$ cat config.mk
export PLATFORM = sky130hd
export DESIGN_NAME = x_matrix_buffer
export DESIGN_NICKNAME = d
export VERILOG_FILES = /design/src/rtl/xbuf_pkg.sv /design/src/rtl/xbuf_bank.sv /design/src/rtl/x_matrix_buffer.sv
export SDC_FILE = /design/constraint.sdc
export NUM_CORES = 1
export LEC_CHECK = 0
export CAP_MARGIN = 0
export CORE_AREA = 2 2 197 199
export CTS_CLUSTER_DIAMETER = 100
export CTS_CLUSTER_SIZE = 25
export DETAILED_ROUTE_END_ITERATION = 10
export DIE_AREA = 0 0 199 201
export HOLD_SLACK_MARGIN = 0.1
export PLACE_DENSITY = 0.77
export SLEW_MARGIN = 40
export SYNTH_ARGS = -nofsm -noshare
export SYNTH_HDL_FRONTEND = slang
export SYNTH_SLANG_ARGS = --single-unit
$ cat constraint.sdc
create_clock -name clk -period 2 [get_ports clk]
set_input_delay 0.2 -clock clk [delete_from_list [all_inputs] [get_ports clk]]
set_output_delay 0.2 -clock clk [all_outputs]
set_load 0.02 [all_outputs]
$ cat src/rtl/xbuf_pkg.sv
// Shared sizing and types for the X operand ping-pong buffer.
// Pointer widths are derived so a matrix geometry change stays in one place.
package xbuf_pkg;

    localparam int DATA_W = 8;
    localparam int ROWS   = 8;
    localparam int COLS   = 4;
    localparam int PASSES = 4;

    localparam int ELEMS  = ROWS * COLS;
    localparam int SHIFTS = ROWS * PASSES;

    localparam int WP_W = $clog2(ELEMS);
    localparam int RR_W = $clog2(ROWS);
    localparam int SC_W = $clog2(SHIFTS);

    typedef logic [DATA_W-1:0] elem_t;
    typedef elem_t [COLS-1:0]  row_t;
    typedef logic [WP_W-1:0]   wptr_t;
    typedef logic [RR_W-1:0]   rrow_t;
    typedef logic [SC_W-1:0]   scnt_t;

    // Flat element address of (row, col) in row-major order.
    function automatic wptr_t elem_addr(input rrow_t row, input int col);
        return wptr_t'(int'(row) * COLS + col);
    endfunction

endpackage

$ cat src/rtl/xbuf_bank.sv
// One X matrix bank: byte write port, full-row combinational read.
// Latency: write visible the cycle after we; read is zero-latency.
// Backpressure: none here; the owner decides when we may assert.
module xbuf_bank
    import xbuf_pkg::*;
(
    input  logic  clk,
    input  logic  we,
    input  wptr_t waddr,
    input  elem_t wdata,
    input  rrow_t raddr,
    output row_t  rdata
);

    // Contents are intentionally not reset; full flags gate their use.
    elem_t mem [ELEMS];

    always_ff @(posedge clk) begin
        if (we) begin
            mem[waddr] <= wdata;
        end
    end

    always_comb begin
        rdata = '0;
        for (int c = 0; c < COLS; c++) begin
            rdata[c] = mem[elem_addr(raddr, c)];
        end
    end

endmodule

$ cat src/rtl/x_matrix_buffer.sv
// Ping-pong X operand buffer: byte-stream load, one row per X_shift to the MAC ALU.
// Latency: row visible the cycle after the last byte; X_reg* are a zero-latency mux.
// Backpressure: in_ready drops while the write bank is full; a release reopens it next cycle.
module x_matrix_buffer
    import xbuf_pkg::*;
(
    input  logic              clk,
    input  logic              rst,
    input  logic [DATA_W-1:0] in_data,
    input  logic              in_valid,
    output logic              in_ready,
    input  logic              X_shift,
    output logic [DATA_W-1:0] X_reg1,
    output logic [DATA_W-1:0] X_reg2,
    output logic [DATA_W-1:0] X_reg3,
    output logic [DATA_W-1:0] X_reg4,
    output logic              x_valid,
    output logic              bank_done,
    output logic              underrun
);

    logic [1:0] full;
    logic [1:0] full_nxt;
    logic       wr_bank;
    logic       rd_bank;
    wptr_t      wr_ptr;
    rrow_t      rd_row;
    scnt_t      shift_cnt;

    logic       wr_fire;
    logic       wr_last;
    logic       shift_fire;
    logic       rel_fire;
    logic [1:0] bank_we;
    row_t       bank_row [2];
    row_t       cur_row;

    assign in_ready   = ~full[wr_bank];
    assign x_valid    = full[rd_bank];
    assign wr_fire    = in_valid & in_ready;
    assign wr_last    = wr_fire && (wr_ptr == wptr_t'(ELEMS - 1));
    assign shift_fire = X_shift & x_valid;
    assign rel_fire   = shift_fire && (shift_cnt == scnt_t'(SHIFTS - 1));

    assign bank_we[0] = wr_fire & ~wr_bank;
    assign bank_we[1] = wr_fire &  wr_bank;

    for (genvar b = 0; b < 2; b++) begin : g_bank
        xbuf_bank u_bank (
            .clk   (clk),
            .we    (bank_we[b]),
            .waddr (wr_ptr),
            .wdata (in_data),
            .raddr (rd_row),
            .rdata (bank_row[b])
        );
    end

    assign cur_row = rd_bank ? bank_row[1] : bank_row[0];

    always_comb begin
        X_reg1 = '0;
        X_reg2 = '0;
        X_reg3 = '0;
        X_reg4 = '0;
        if (x_valid) begin
            X_reg1 = cur_row[0];
            X_reg2 = cur_row[1];
            X_reg3 = cur_row[2];
            X_reg4 = cur_row[3];
        end
    end

    // A completing write and a release always target different banks: the
    // write bank is empty and the read bank is full, so both updates apply.
    always_comb begin
        full_nxt = full;
        if (wr_last) begin
            full_nxt[wr_bank] = 1'b1;
        end
        if (rel_fire) begin
            full_nxt[rd_bank] = 1'b0;
        end
    end

    always_ff @(posedge clk or negedge rst) begin
        if (!rst) begin
            full      <= '0;
            wr_bank   <= 1'b0;
            rd_bank   <= 1'b0;
            wr_ptr    <= '0;
            rd_row    <= '0;
            shift_cnt <= '0;
            bank_done <= 1'b0;
            underrun  <= 1'b0;
        end else begin
            full      <= full_nxt;
            bank_done <= rel_fire;

            if (X_shift && !x_valid) begin
                underrun <= 1'b1;
            end

            if (wr_fire) begin
                if (wr_last) begin
                    wr_ptr  <= '0;
                    wr_bank <= ~wr_bank;
                end else begin
                    wr_ptr <= wr_ptr + 1'b1;
                end
            end

            // Row wrap starts the next pass; only the shift count releases.
            if (shift_fire) begin
                if (rel_fire) begin
                    rd_row    <= '0;
                    shift_cnt <= '0;
                    rd_bank   <= ~rd_bank;
                end else begin
                    rd_row    <= (rd_row == rrow_t'(ROWS - 1)) ? '0 : rd_row + 1'b1;
                    shift_cnt <= shift_cnt + 1'b1;
                end
            end
        end
    end

endmodule

==> metrics.txt <==
status=complete, but fails checks; failing checks=negative setup slack; wire per inst=26.19 um; critical path's slowest cell=dfrtp_4; Clock Path Buffers=3; worst hold stages=2; Final period util=136.5%; Vias per Instance=around 6.2; fmax=366.2 MHz; Port Buffers=47; fin nets=1323; TritonCTS buffer count=25; Detailed Routing Iterations Pass 1=5; final hold violations=0; Critical Path AT=about 2500 ps; synthesis-stage register bit count=531; core region area=38110 um^2; combinational fraction of design power=27.3%; simple-gate portion of the synthesized area=around 5.1%; Die ar.=approximately 40000 um^2; final slew viol count=0; CP Cell Sequence=buf_12 -> buf_16 -> mux4_2 -> a32oi_1 -> o211ai_1 -> buf_4; max_cap viols=0; hold crit path type=primary input to flop; layout overhead on the synthesized area=17.20%; clk sink count=531; DP Wirelength=29300 um; worst setup margin=-730.7 ps; Skew-Pair Late Insertion Delay=590 ps; sequential share of the synthesized area=between 70 and 80%; startpoint type of the worst setup path=flop; reg2reg setup slack=roughly 140 ps; final hold slack=96.28 ps; Synth Warn #=0; P_int=between 15 and 20 mW; Post-synth EDFFs=between 500 and 600; GRT Residual Overflow=0; crit-path max FO=5; Residual DRC=0; min-delay src=in_data[6]; placement-stage cell area=23170 um^2; ys flop type=edfxtp_1; global placement routability congestion=0.8106; clock slew seen by the registers of the worst setup and hold paths=100 ps; placed insts=about 1.8k; Max rail drop VDD=705.0 uV; Tmin final=2731 ps; CP top delay family=buffers and inverters; Clock power frac=22.3%; Total Routing Usage GR=24.58%; Compound-Gate Fraction of Synth Area=approximately 3.1%; Worst Setup End Kind=primary output; Setup TNS Final=-20490 ps; die width=199 um; Post-Route WL=48170 um; reg2reg end=g_bank[0].u_bank.mem[11][5]; I/O pins=48; Reg power frac=50.4%; first-pass GRT wire length=72190 um; leakage power=~7.9 nW; Fill cells=2481; Synth Area in XOR/XNOR=0.04181%; async set or reset register ratio after synthesis=3.578%; commonest non-fill, non-tap cell in the layout=edfxtp_1; area share of fa/ha/maj cells after synthesis=less than 1%; switching pwr=6.828 mW; max incr delay on CP=500 ps; share of cells above drive strength 1=30.05%; Clock Skew=39.96 ps; PD cells=1033 nW/um^2; R2R Path Start=full[0]; row cnt=72; Die H=201 um; synthesized cell area=20950 um^2; syn_area_per_cell=approximately 19 um^2; Buf/Inv on CP=3; CP Data Required Time=~1800 ps; multiplexer area fraction after synthesis=13.68%; initial DRC count=1449; syn nets=1122; largest net degree at the start of global routing=between 60 and 70; sw frac=26.91%; Slew HR=50.55%; library cells used by synthesis=between 40 and 50; R2R cell count=6; # diodes=0; Hold EP=g_bank[1].u_bank.mem[5][6]; initial antenna violation count=0; final-report setup violation count=32; Initial Util=54.97%; commonest non-fill, non-tap cells in the layout=edfxtp_1 (512), buf_4 (154), nand2_1 (110); RSZ-0062 raised after global routing=true; CTS tree=done; synthesized instance count=1101; via count=11.48k; final instance area=24550 um^2; main combinational cell family by area after synthesis=multiplexers; Least-Margin Pin Slew=approximately 740 ps; Placement Setup Slack=-583.8 ps; vias in the first global route=between 10k and 15k; H-tree Lvls=1; CTS root buf=clkbuf_16; Post-DRT Antenna Nets=0; final non-filler cell total=1839; Crit Path Category=flop to primary output
-- registers in the layout, summed over array words and instances, names as in the netlist --
signal	count
rd_row	3
rd_bank	1
underrun	1
shift_cnt	5
full	2
wr_ptr	5
bank_done	1
wr_bank	1
g_bank.u_bank.mem	512
-- cell families (layout without fill, tap and decap cells) --
logic type | count (synthesis) | after routing
AOI/OAI and AO/OA | 86 | 86
adders and majority gates | 9 | 9
xor gates and xnor gates | 1 | 1
DFF | 531 | 531
muxes | 163 | 163
and+or+nand+nor | 247 | 247
buffers and inverters | 64 | 284
-- Yosys cell counts (2+ instances only) --
| cell type | instances | share of area (%) |
|---|---|---|
| edfxtp_1 | 512 | 73 |
| nand2_1 | 119 | 2.1 |
| mux4_2 | 93 | 10 |
| nor2_1 | 72 | 1.3 |
| mux2i_1 | 64 | 3.1 |
| a32oi_1 | 31 | 1.3 |
| nand4_1 | 31 | 0.93 |
| o211ai_1 | 31 | 1.1 |
| clkbuf_1 | 23 | 0.41 |
| dfrtp_1 | 19 | 2.3 |
| buf_6 | 14 | 0.75 |
| buf_2 | 12 | 0.29 |
| o21ai_0 | 10 | 0.24 |
| ha_1 | 9 | 0.54 |
| buf_1 | 5 | 0.090 |
| buf_4 | 5 | 0.18 |
| nand3_1 | 5 | 0.12 |
| inv_1 | 4 | 0.072 |
| mux4_1 | 4 | 0.50 |
| a21oi_1 | 3 | 0.072 |
| a31oi_1 | 3 | 0.090 |
| and2_1 | 3 | 0.090 |
| and3_1 | 3 | 0.090 |
| nand2b_1 | 3 | 0.090 |
| nand3b_1 | 3 | 0.11 |
| nor2b_1 | 2 | 0.060 |
| o21ai_1 | 2 | 0.048 |
| o31ai_1 | 2 | 0.072 |
-- what timing repair did --
action | in CTS | in global routing
resized for setup | 192 | 37
hold endpoints to repair | 13 | 0
hold buffers | 1 | 0
buffers inserted | 15 | 4
endpoints found under the setup margin | 34 | 45
pin swaps | 26 | 23
gates cloned | 9 | 2
-- area by class of cell --
type	instances	area [um^2]	share of cell area, %
clock buffers	44	696.9	2.839
clock inverters	2	28.78	0.1172
inverters	4	15.01	0.06116
multi-input cells	506	4922	20.05
flip-flops and latches	531	15860	64.60
well taps	518	648.1	2.640
repair buffers	234	2380	9.693
-- worst max-delay path by stage --
stage / startpoint / end / slack (ps) / cells past startpoint
2_1_floorplan: wr_ptr[4] / g_bank[1].u_bank.mem[10][0] / 100 / 4
3_3_place_gp: rd_row[0] / X_reg4[7] / -580 / 6
3_5_place_dp: rd_row[0] / X_reg4[7] / -580 / 6
4_1_cts: rd_row[0] / X_reg4[7] / -740 / 6
5_1_grt: rd_row[0] / X_reg4[7] / -790 / 6
6_report: rd_row[0] / X_reg4[7] / -730 / 6
-- power by group through the flow --
stage	combinational, mW	sequential, mW	clock (mW)
finish	6.92	12.8	5.66
global route	7.25	12.8	6.10
CTS	6.59	12.8	5.76
detailed placement	5.51	13.1	0
global placement	5.43	13.0	0
floorplan	3.67	12.9	0
-- per-layer routing --
layer | up-vias | routed length, um | GRT usage [%]
met2 | 599 | 24240 | 40.96
met3 | 106 | 3949 | 3.226
met1 | 5926 | 18420 | 34.06
met5 | - | 0 | 0
li1 | 4851 | - | -
met4 | 0 | 1563 | 7.996
-- per-stage QoR --
| step | total power [mW] | utilization [%] |
|---|---|---|
| 2_1_floorplan | 16.59 | - |
| 3_3_place_gp | 18.46 | 60.81 |
| 3_5_place_dp | 18.57 | 60.81 |
| 4_1_cts | 25.13 | 63.87 |
| 5_1_grt | 26.18 | 64.43 |
| 6_report | 25.37 | 64.43 |
Power figures use the tool's default switching activity.
